==> src/rtl/serial_adder_ctrl_if.sv <==
// Start/done handshake plus operand and result bus for serial_adder_ctrl.
// Carries the ovf flag only when SERIAL_ADDER_OVF_EN is defined.
interface serial_adder_ctrl_if #(
   parameter int WIDTH = 8
);
   logic             start;
   logic [WIDTH-1:0] a;
   logic [WIDTH-1:0] b;
   logic             cin;
   logic             busy;
   logic             done;
   logic [WIDTH-1:0] sum;
   logic             cout;
`ifdef SERIAL_ADDER_OVF_EN
   logic             ovf;

   modport master (
      output start, a, b, cin,
      input  busy, done, sum, cout, ovf
   );

   modport slave (
      input  start, a, b, cin,
      output busy, done, sum, cout, ovf
   );
`else
   modport master (
      output start, a, b, cin,
      input  busy, done, sum, cout
   );

   modport slave (
      input  start, a, b, cin,
      output busy, done, sum, cout
   );
`endif
endinterface

==> src/rtl/serial_adder_ctrl.sv <==
// Bit-serial adder: one full adder stepped LSB first over WIDTH bits.
// Optional signed-overflow flag under macro SERIAL_ADDER_OVF_EN.
module serial_adder_ctrl #(
   parameter int WIDTH = 8
) (
   input logic           clk,
   input logic           rst,
   serial_adder_ctrl_if.slave bus
);

   localparam int CW = (WIDTH > 1) ? $clog2(WIDTH) : 1;

   typedef enum logic [1:0] {
      IDLE,
      SHIFT,
      DONE
   } state_t;

   state_t           state;
   state_t           state_nxt;
   logic [WIDTH-1:0] a_sh;
   logic [WIDTH-1:0] b_sh;
   logic             carry;
   logic [CW-1:0]    cnt;
   logic [WIDTH-1:0] sum_q;
   logic             cout_q;
   logic             accept;
   logic             step;
   logic             last;
   logic             bit_s;
   logic             carry_nxt;
   logic [WIDTH-1:0] sum_nxt;

   assign bit_s     = a_sh[0] ^ b_sh[0] ^ carry;
   assign carry_nxt = (a_sh[0] & b_sh[0])
                    | (a_sh[0] & carry)
                    | (b_sh[0] & carry);

   // Partial sum: the upper WIDTH-1 bits shift down as each new bit lands
   // at the MSB; the final step's view is the complete result.
   if (WIDTH > 1) begin : g_acc
      logic [WIDTH-2:0] acc;

      // Accumulate sum bits from the top down.
      always_ff @(posedge clk) begin
         if (rst || accept) begin
            acc <= '0;
         end else if (step) begin
            acc <= sum_nxt[WIDTH-1:1];
         end
      end

      assign sum_nxt = {bit_s, acc};
   end else begin : g_one
      assign sum_nxt = bit_s;
   end

   // State register.
   always_ff @(posedge clk) begin
      if (rst) begin
         state <= IDLE;
      end else begin
         state <= state_nxt;
      end
   end

   // Next state and datapath controls; DONE accepts like IDLE.
   always_comb begin
      state_nxt = state;
      accept    = 1'b0;
      step      = 1'b0;
      last      = 1'b0;
      unique case (state)
         IDLE: begin
            if (bus.start) begin
               accept    = 1'b1;
               state_nxt = SHIFT;
            end
         end
         SHIFT: begin
            step = 1'b1;
            if (cnt == CW'(WIDTH - 1)) begin
               last      = 1'b1;
               state_nxt = DONE;
            end
         end
         DONE: begin
            if (bus.start) begin
               accept    = 1'b1;
               state_nxt = SHIFT;
            end else begin
               state_nxt = IDLE;
            end
         end
         default: begin
            state_nxt = IDLE;
         end
      endcase
   end

   // Operand shifters, carry and bit counter.
   always_ff @(posedge clk) begin
      if (rst) begin
         a_sh  <= '0;
         b_sh  <= '0;
         carry <= 1'b0;
         cnt   <= '0;
      end else if (accept) begin
         a_sh  <= bus.a;
         b_sh  <= bus.b;
         carry <= bus.cin;
         cnt   <= '0;
      end else if (step) begin
         a_sh  <= a_sh >> 1;
         b_sh  <= b_sh >> 1;
         carry <= carry_nxt;
         cnt   <= cnt + 1'b1;
      end
   end

   // Result registers change only on the completion edge.
   always_ff @(posedge clk) begin
      if (rst) begin
         sum_q  <= '0;
         cout_q <= 1'b0;
      end else if (last) begin
         sum_q  <= sum_nxt;
         cout_q <= carry_nxt;
      end
   end

`ifdef SERIAL_ADDER_OVF_EN
   logic ovf_q;

   // Signed overflow: carry into the MSB step differs from carry out.
   always_ff @(posedge clk) begin
      if (rst) begin
         ovf_q <= 1'b0;
      end else if (last) begin
         ovf_q <= carry ^ carry_nxt;
      end
   end

   assign bus.ovf = ovf_q;
`else
`endif

   assign bus.busy = (state == SHIFT);
   assign bus.done = (state == DONE);
   assign bus.sum  = sum_q;
   assign bus.cout = cout_q;

endmodule

==> src/flat_wrapper.sv <==
// flat-port wrapper written by rule: the top's interface ports become plain ports
module serial_adder_ctrl_flat 
#(
   parameter int WIDTH = 8
)
  (clk, rst, bus_start, bus_a, bus_b, bus_cin, bus_busy, bus_done, bus_sum, bus_cout);
  serial_adder_ctrl_if #(.WIDTH(WIDTH)) bus_i ();
  input logic clk;
  input logic rst;
  input wire logic [$bits(bus_i.start)-1:0] bus_start;
  input wire logic [$bits(bus_i.a)-1:0] bus_a;
  input wire logic [$bits(bus_i.b)-1:0] bus_b;
  input wire logic [$bits(bus_i.cin)-1:0] bus_cin;
  output wire logic [$bits(bus_i.busy)-1:0] bus_busy;
  output wire logic [$bits(bus_i.done)-1:0] bus_done;
  output wire logic [$bits(bus_i.sum)-1:0] bus_sum;
  output wire logic [$bits(bus_i.cout)-1:0] bus_cout;
  assign bus_i.start = bus_start;
  assign bus_i.a = bus_a;
  assign bus_i.b = bus_b;
  assign bus_i.cin = bus_cin;
  assign bus_busy = bus_i.busy;
  assign bus_done = bus_i.done;
  assign bus_sum = bus_i.sum;
  assign bus_cout = bus_i.cout;
  serial_adder_ctrl #(.WIDTH(WIDTH)) u_core (.clk(clk), .rst(rst), .bus(bus_i));
endmodule
==> config.mk <==
export PLATFORM = sky130hd
export DESIGN_NAME = serial_adder_ctrl_flat
export DESIGN_NICKNAME = d
export VERILOG_FILES = /design/src/rtl/serial_adder_ctrl_if.sv /design/src/rtl/serial_adder_ctrl.sv /design/src/flat_wrapper.sv
export SDC_FILE = /design/constraint.sdc
export NUM_CORES = 1
export LEC_CHECK = 0
export BUFFER_PORTS_ARGS = -buffer_cell sky130_fd_sc_hd__buf_2
export CORE_MARGIN = 4
export CORE_UTILIZATION = 40
export CTS_BUF_LIST = sky130_fd_sc_hd__clkbuf_16
export CTS_CLUSTER_DIAMETER = 120
export DETAILED_ROUTE_END_ITERATION = 6
export PLACE_DENSITY = 0.66
export RECOVER_POWER = 50
export SYNTH_ARGS = -nofsm -noshare
export SYNTH_HDL_FRONTEND = slang
export SYNTH_SLANG_ARGS = --single-unit
==> constraint.sdc <==
create_clock -name clk -period 1.5 [get_ports clk]
set_clock_uncertainty 0.1 [all_clocks]
set_input_delay 0.3 -clock clk [delete_from_list [all_inputs] [get_ports clk]]
set_output_delay 0.3 -clock clk [all_outputs]
set_load 0.1 [all_outputs]
==> results.yml, run 1 <==
yosys:
  yosysSeqAreaShare: 0.5021
  synthesis.nets: 198
  yosys_register_bits: 38
  avgSynthCellArea_um2: 8.658
  yosysWarnings: 0
  synthesis.area_um2: 1515
  netlist_instances: 175
  yosysUniqueCellTypes: 25
floorplan:
  coreArea_um2: 3661
  pin_count: 31
  rows: 22
  die_area_um2: 4837
  initial_core_util: 0.4139
  fp.dieW_um: 69.55
  die_h_um: 69.55
run:
  cap_violations: 0
route:
  vias: 1323
  drt_first_pass_iters: 4
  drc: 0
  drt_wl_total_mm: 3.449
  via_per_inst: 5.108
  drtAntennaViolNets: 0
  drtIter0Drc: 81
  wl_per_cell_um: 13.32
pwr:
  p_per_area_nw_per_um2: 1212
  p_seq_frac: 0.470
  pwr-share-clk: 0.410
  power.internal_mw: 1.774
  sw_frac_of_total: 0.2360
  switchingPower_mw: 0.5478
  ir_worst_vdd_uv: 739.5
  pwr-share-comb: 0.120
  p_leak_nw: 0.7663
cts:
  cts_max_level: 2
  worstSkewPairLatency_ns: 0.27
  cts.sinks: 38
  cts-root-buf: "clkbuf_16"
  hold_buffers: 0
  cts_tree: "yes"
  cts_buffer_depth: 2
  numCtsBuffers: 5
  clk_pin_slew_ns: 0.05
final_layout:
  nets: 234
  final_area_um2: 1916
  fin_cells: 259
  drive_gt1_frac: 0.2512
  n_antenna_cell: 0
  syn_to_final_growth_pct: 26.42
  final_util: 0.5232
sta:
  setup_tns_ns: 0
  hold_viol: 0
  setup_violations: 0
  timing.final.crit_share: 0.9817
  max_slew_margin: 0.6734
  fin_crit_ns: 1.473
  drv_slew: 0
  tightest_slew_ns: 0.4933
  rsz0062_at_grt: "no"
  setup_ws_ns: 0.02738
  max_freq_mhz: 679.1
place:
  preCtsSetupSlack_ns: 0.02139
  portBuffers: 30
  place_area_um2: 1730
  placed_cells: 247
  place_congestion: 0.7254
  dp_hpwl_mm: 2.251
min_path:
  hp-start: "bus_b[7]"
  hp-class: "primary input to register"
  whs_path_depth: 3
  holdPathEnd: "u_core.b_sh[7]"
setup_path:
  worst_r2r_endpoint: "u_core.bus.sum[7]"
  startpoint_type: "register"
  path_max_fanout: 3
  r2r_slack_ns: 0.09
  end_kind: "output port"
  critPathRequiredTime_ns: 1.10
  cp-startpoint: "u_core.state[1]"
  rr_startpoint: "u_core.state[1]"
  reg2regPathDepth: 6
  path_class: "register to output port"
  arrival_ns: 1.07
grt:
  grt_overflow: 0
  grt_usage: 0.1466
  grt_max_degree: 27
  grt_pass1_vias: 1262
  grt_antenna_before_repair: 0
  grt_pass1_wl_mm: 5.796
outcome:
  status: "finished clean"
==> kinds of logic after synthesis <==
group,Yosys count,synth area share
AOI/OAI and AO/OA,37,0.1445
xor gates and xnor gates,1,0.005781
adders and majority gates,3,0.02973
buffers and inverters,15,0.07514
DFF,38,0.5021
muxes,1,0.006606
and+or+nand+nor,80,0.2362
==> power by group through the flow <==
| stage | logic [mW] | registers (mW) | clock network (mW) |
|---|---|---|---|
| 6_report | 0.278 | 1.09 | 0.951 |
| 5_1_grt | 0.308 | 1.10 | 1.01 |
| 4_1_cts | 0.284 | 1.09 | 0.969 |
| 3_5_place_dp | 0.266 | 1.11 | 0 |
| 3_3_place_gp | 0.262 | 1.11 | 0 |
| 2_1_floorplan | 0.205 | 1.10 | 0 |
==> metal layers <==
| layer | GRT usage | wire length [um] | vias to the layer above |
|---|---|---|---|
| li1 | - | - | 674 |
| met1 | 0.1792 | 1577 | 609 |
| met2 | 0.2500 | 1649 | 38 |
| met3 | 0.03913 | 203 | 2 |
| met4 | 0.04555 | 19 | 0 |
| met5 | 0 | 0 | - |
==> stage by stage <==
| step | total power, mW | hold WS, ns |
|---|---|---|
| after floorplan | 1.308 | 0.3360 |
| after global placement | 1.372 | 0.3390 |
| after detailed placement | 1.377 | 0.3441 |
| after CTS | 2.345 | 0.1705 |
| after global routing | 2.417 | 0.1889 |
| final | 2.321 | 0.1711 |
==> cell usage in the layout (no fill, tap or decap), types with 3 or more instances in the layout <==
cell | Yosys | final
a21oi_1 | 21 | 21
a311oi_1 | 4 | 4
buf_12 | 0 | 3
buf_2 | 3 | 28
buf_4 | 3 | 7
buf_6 | 5 | 3
clkbuf_16 | 0 | 5
dfxtp_1 | 38 | 36
nand2_1 | 36 | 36
nand3_1 | 12 | 12
nor2_1 | 7 | 7
nor3_1 | 19 | 19
o22ai_1 | 9 | 9
==> worst max-delay path by stage <==
stage | to | slack, ns | depth (start not counted)
6_report | bus_done | 0.03 | 3
5_1_grt | bus_done | 0.007 | 3
4_1_cts | bus_busy | 0.008 | 3
3_5_place_dp | u_core.bus.sum[7] | 0.02 | 5
3_3_place_gp | bus_busy | 0.04 | 3
2_1_floorplan | u_core.bus.sum[7] | 0.16 | 2
==> worst max-delay path, stage by stage, from the launching register on <==
cell     delay (ns)
dfxtp_2        0.37
buf_6          0.10
nor2b_4        0.15
buf_12         0.18
==> repair_timing <==
| action | in CTS | in global routing |
|---|---|---|
| endpoints found under the setup margin | 1 | 15 |
| gates resized for setup | 5 | 4 |
| buffers inserted | 3 | 1 |
| cloned | 1 | 0 |
| pin swaps | 0 | 1 |
==> cells in the mapped netlist <==
cell,number,area (um2)
a21oi_1,21,105.1
a22oi_1,2,15.01
a311oi_1,4,35.03
and2b_1,1,7.510
buf_1,2,7.510
buf_2,3,15.01
buf_4,3,22.52
buf_6,5,56.30
clkbuf_1,1,3.750
dfxtp_1,38,760.7
fa_1,1,20.02
ha_1,2,25.02
inv_6,1,8.760
mux2i_1,1,10.01
nand2_1,36,135.1
nand2b_1,2,12.51
nand3_1,12,60.06
nand3b_1,1,7.510
nor2_1,7,26.28
nor2b_1,1,6.260
nor3_1,19,95.09
o21a_1,1,7.510
o22ai_1,9,56.30
or2b_1,1,7.510
xnor2_1,1,8.760
==> layout make-up <==
class | instances | area, um2
fillers | 366 | 1745
flip-flops and latches | 38 | 765.7
multi-input cells | 122 | 655.6
repair buffers | 42 | 291.5
clock buffers | 5 | 125.1
well taps | 48 | 60.06
clock inverters | 2 | 7.507
repair inverters | 1 | 6.256
inverters | 1 | 3.754
==> flip-flops by register name (all words and copies together) (netlist names) <==
signal / cells
u_core.a_sh: 8
u_core.b_sh: 8
u_core.bus.cout: 1
u_core.bus.sum: 8
u_core.carry: 1
u_core.cnt: 3
u_core.g_acc.acc: 7
u_core.state: 2
Power figures use the tool's default switching activity.
==> run 2: changes to the inputs <==
--- a/config.mk
+++ b/config.mk
@@ -11,7 +11,7 @@
 export CTS_BUF_LIST = sky130_fd_sc_hd__clkbuf_16
 export CTS_CLUSTER_DIAMETER = 120
 export DETAILED_ROUTE_END_ITERATION = 6
-export PLACE_DENSITY = 0.66
+export PLACE_DENSITY = 0.69
 export RECOVER_POWER = 50
 export SYNTH_ARGS = -nofsm -noshare
 export SYNTH_HDL_FRONTEND = slang
==> constraint.sdc (replaced) <==
create_clock -name clk -period 1.33 [get_ports clk]
set_clock_uncertainty 0.1 [all_clocks]
set_input_delay 0.266 -clock clk [delete_from_list [all_inputs] [get_ports clk]]
set_output_delay 0.266 -clock clk [all_outputs]
set_load 0.1 [all_outputs]
==> run 2 against run 1 <==
  * The flow now finishes with violations (setup timing)
  * Global-route usage rose by 1.7 points
  * Critical path depth unchanged
  * Final area grew 32%
  * Core utilization grew 17 points
  * Largest cell class is now multi-input gates
  * Highest routed layer unchanged
==> results.yml, run 2 (same netlist as run 1, synthesis figures left out) <==
sta:
  setup_violations: 26
  rsz0062_at_grt: "yes"
  setup_ws_ns: -0.1259
  fin_crit_ns: 1.456
  tightest_slew_ns: 0.2910
  max_slew_margin: 0.8060
  timing.final.crit_share: 1.095
  hold_viol: 0
  drv_slew: 0
  max_freq_mhz: 686.9
cts:
  worstSkewPairLatency_ns: 0.28
  cts.sinks: 38
  clk_pin_slew_ns: 0.06
  hold_buffers: 0
  cts_buffer_depth: 2
  cts-root-buf: "clkbuf_16"
  numCtsBuffers: 5
  cts_max_level: 2
  cts_tree: "yes"
setup_path:
  rr_startpoint: "u_core.cnt[0]"
  r2r_slack_ns: -0.07
  end_kind: "output port"
  startpoint_type: "register"
  path_class: "register to output port"
  slowest_stage: "dfxtp_2"
  worst_r2r_endpoint: "u_core.bus.sum[5]"
  reg2regPathDepth: 7
  critPathMaxStageDelay_ns: 0.35
  path_cells: "buf_4 > nor2b_4 > buf_12"
  arrival_ns: 1.09
  path_max_fanout: 2
  critPathRequiredTime_ns: 0.96
  cp-endpoint: "bus_done"
  cp-startpoint: "u_core.state[1]"
pwr:
  power_mw: 3.063
  p_leak_nw: 0.9482
  p_per_area_nw_per_um2: 1208
  ir_worst_vdd_uv: 781.6
floorplan:
  fp.dieW_um: 69.55
  initial_core_util: 0.4139
  die_area_um2: 4837
  rows: 22
  die_h_um: 69.55
  pin_count: 31
  coreArea_um2: 3661
grt:
  grt_overflow: 0
  grt_pass1_wl_mm: 6.237
  globalRouteMet2Util: 0.2744
  grt_max_degree: 20
  met3_usage: 0.04638
  grt_usage: 0.1633
  grt.met1_usage: 0.1864
  grt_pass1_vias: 1379
  busiest_layer: "met2"
  grt_antenna_before_repair: 0
place:
  place_congestion: 0.7413
  place_area_um2: 1954
  dp_hpwl_mm: 2.191
  portBuffers: 30
final_layout:
  drive_gt1_frac: 0.5973
  multiInputGateArea_um2: 974.7
  nets: 248
  num-fill-cells: 258
  n_antenna_cell: 0
  seqCellArea_um2: 779.5
  syn_to_final_growth_pct: 67.38
  final_area_um2: 2536
  layout_common_cells: "nand2_1 (27), dfxtp_1 (25), buf_2 (19)"
  layout_commonest_cell: "nand2_1"
route:
  vias: 1489
  wl_per_cell_um: 16.55
  drc: 0
  drt_first_pass_iters: 4
  via_per_inst: 5.434
  drtIter0Drc: 113
  drt_wl_total_mm: 4.534
  drtAntennaViolNets: 0
outcome:
  status: "finished with violations"
  violations: "setup timing"
run:
  cap_violations: 0
min_path:
  hp-class: "primary input to register"
  hp-start: "bus_b[7]"
## run 2: cell type report
type	count	share of cell area
Inverter	1	0.004440
Timing Repair inverter	1	0.002467
Timing Repair Buffer	56	0.2136
Clock buffer	5	0.04933
Tap cell	48	0.02368
Clock inverter	3	0.01480
Multi-Input combinational cell	122	0.3843
Sequential cell	38	0.3074
## run 2: power by group
group          internal (mW)  switching, mW
clock network          0.870          0.446
registers               1.19         0.0503
logic                  0.238          0.263
## run 2: per-stage QoR
stage	utilization	setup slack, ns	TNS (ns)	std cells	hold slack [ns]
after floorplan	-	0.03010	0	175	0.3020
after global placement	0.5338	0.009093	0	254	0.3429
after detailed placement	0.5338	-0.02798	-0.06272	254	0.3535
after CTS	0.6275	-0.1145	-0.2722	270	0.1200
after global routing	0.6928	-0.1660	-2.298	274	0.1296
final	0.6928	-0.1259	-0.8126	274	0.1215
## run 2: timing repair
| item | 4_1_cts | 5_1_grt |
|---|---|---|
| pin swaps | 8 | 32 |
| setup endpoints to repair | 12 | 35 |
| gates cloned | 2 | 2 |
| resized for setup | 26 | 68 |
| hold endpoints to repair | 0 | 0 |
| buffers inserted | 6 | 3 |
## run 2: worst max-delay path, delay by kind of cell (launching register included)
| kind | cells | cell delay (ns) |
|---|---|---|
| AND/OR/NAND/NOR | 1 | 0.16 |
| flip-flops | 1 | 0.35 |
| buffers and inverters | 2 | 0.30 |
## run 2: worst min-delay path by stage
stage	slack (ns)	to	depth (start not counted)
2_1_floorplan	0.30	u_core.b_sh[7]	2
3_3_place_gp	0.34	u_core.g_acc.acc[0]	2
3_5_place_dp	0.35	u_core.cnt[1]	2
4_1_cts	0.12	u_core.b_sh[7]	3
5_1_grt	0.13	u_core.b_sh[7]	3
6_report	0.12	u_core.b_sh[7]	3
## run 2: routing by layer
layer	vias up	part of all wire
li1	710	-
met1	721	0.42
met2	39	0.51
met3	19	0.034
met4	0	0.043
met5	-	0
==> run 3: changes to the inputs <==
--- a/config.mk
+++ b/config.mk
@@ -11,7 +11,7 @@
 export CTS_BUF_LIST = sky130_fd_sc_hd__clkbuf_16
 export CTS_CLUSTER_DIAMETER = 120
 export DETAILED_ROUTE_END_ITERATION = 6
-export PLACE_DENSITY = 0.69
+export PLACE_DENSITY = 0.66
 export RECOVER_POWER = 50
 export SYNTH_ARGS = -nofsm -noshare
 export SYNTH_HDL_FRONTEND = slang
==> constraint.sdc (replaced) <==
create_clock -name clk -period 1.45 [get_ports clk]
set_clock_uncertainty 0.1 [all_clocks]
set_input_delay 0.29 -clock clk [delete_from_list [all_inputs] [get_ports clk]]
set_output_delay 0.29 -clock clk [all_outputs]
set_load 0.1 [all_outputs]
==> run 3 against run 2 <==
  * The flow now finishes without violations
  * Flip-flop and latch count unchanged
  * Count of clock-buffer cells in the layout unchanged
  * Cell count decreased by 4.7%
  * Critical path depth unchanged
  * Die area unchanged
  * Sequential share of layout area increased by 7.9 points
  * Setup slack improved by 0.15 ns
  * Clock power decreased by 26%
  * Largest power group is now sequential cells
==> results.yml, run 3 (same netlist as run 1, synthesis figures left out) <==
route:
  via_per_inst: 5.050
  drtIter0Drc: 56
  drt_wl_total_mm: 3.345
  drc: 0
  wl_per_cell_um: 12.82
  vias: 1318
  drt_first_pass_iters: 4
  drtAntennaViolNets: 0
setup_path:
  path_class: "register to output port"
  critical-path-top-delay-family: "flip-flops"
  arrival_ns: 1.03
  startpoint_type: "register"
  path_cells: "buf_6 > nor2b_4 > buf_12"
  path_max_fanout: 3
  slowest_stage: "dfxtp_2"
  end_kind: "output port"
  critPathMaxStageDelay_ns: 0.33
  critPathRequiredTime_ns: 1.06
  crit_buf_inv: 2
final_layout:
  n_antenna_cell: 0
  drive_gt1_frac: 0.2582
  nets: 237
  layout_common_cells: "nand2_1 (36), dfxtp_1 (36), a21oi_1 (21)"
  syn_to_final_growth_pct: 30.47
  num-fill-cells: 354
cts:
  worstSkewPairLatency_ns: 0.28
  cts_max_level: 2
  clk_pin_slew_ns: 0.05
  cts_buffer_depth: 2
  cts.sinks: 38
  numCtsBuffers: 5
  cts_tree: "yes"
  cts-root-buf: "clkbuf_16"
  hold_buffers: 0
sta:
  hold_ws_ns: 0.1751
  tightest_slew_ns: 0.3649
  rsz0062_at_grt: "no"
  max_slew_margin: 0.7567
  setup_tns_ns: 0
  fin_crit_ns: 1.424
  setup_ws_ns: 0.02564
  timing.final.crit_share: 0.9823
  drv_slew: 0
  hold_viol: 0
  max_freq_mhz: 702.1
  setup_violations: 0
run:
  cap_violations: 0
place:
  dp_hpwl_mm: 2.261
  preCtsSetupSlack_ns: 0.01314
  place_congestion: 0.7067
  portBuffers: 30
min_path:
  hp-class: "primary input to register"
pwr:
  ir_worst_vdd_uv: 559.7
  p_per_area_nw_per_um2: 1219
  p_leak_nw: 0.7672
floorplan:
  rows: 22
  pin_count: 31
  coreArea_um2: 3661
  initial_core_util: 0.4139
  die_area_um2: 4837
  fp.dieW_um: 69.55
  die_h_um: 69.55
outcome:
  status: "finished clean"
grt:
  grt_max_degree: 24
  grt_overflow: 0
  grt_antenna_before_repair: 0
  grt_pass1_vias: 1245
  grt_usage: 0.1413
  grt_pass1_wl_mm: 5.437
-- run 3: area by class of cell --
cell class | count | area [um2] | share of cell area
clock buffers | 5 | 125.1 | 0.06329
clock inverters | 1 | 3.754 | 0.001899
inverters | 1 | 11.26 | 0.005696
multi-input cells | 123 | 663.1 | 0.3354
flip-flops and latches | 38 | 763.2 | 0.3861
well taps | 48 | 60.06 | 0.03038
repair buffers | 44 | 344.1 | 0.1741
repair inverters | 1 | 6.256 | 0.003165
-- run 3: through the flow --
| stage | total power [mW] | area [um2] | util | cells |
|---|---|---|---|---|
| after floorplan | 1.354 | 1523 | - | 175 |
| after global placement | 1.428 | 1886 | 0.5150 | 248 |
| after detailed placement | 1.431 | 1886 | 0.5150 | 248 |
| after CTS | 2.432 | 2063 | 0.5636 | 259 |
| after global routing | 2.517 | 1977 | 0.5400 | 261 |
| final | 2.409 | 1977 | 0.5400 | 261 |
-- run 3: metal layers --
metal | track usage | wire, um | vias up
met5 | 0 | 0 | -
met4 | 0.05206 | 51 | 0
met3 | 0.05507 | 169 | 6
met2 | 0.2415 | 1634 | 37
met1 | 0.1582 | 1490 | 589
li1 | - | - | 686
-- run 3: final timing paths --
kind	depth (start not counted)	from	endpoint	slack (ns)
setup reg to reg	7	u_core.state[0]	u_core.bus.sum[2]	0.09
setup / recovery	3	u_core.state[0]	bus_done	0.03
hold reg to reg	2	u_core.bus.sum[3]	u_core.bus.sum[3]	0.35
hold / removal	3	bus_b[7]	u_core.b_sh[7]	0.18
-- run 3: worst min-delay path: stages --
cell     delay [ns]
buf_2          0.09
nand2_1        0.05
a21oi_1        0.06
-- run 3: repair_timing --
item,in CTS,in global routing
gates cloned,1,1
pin swaps,0,1
setup endpoints to repair,3,19
gates resized for setup,6,3
buffers inserted,5,1
-- run 3: where the power goes --
part | switching (mW) | internal, mW | total [mW]
logic | 0.168 | 0.140 | 0.308
registers | 0.0287 | 1.10 | 1.13
clock network | 0.366 | 0.610 | 0.976
total | 0.563 | 1.85 | 2.41
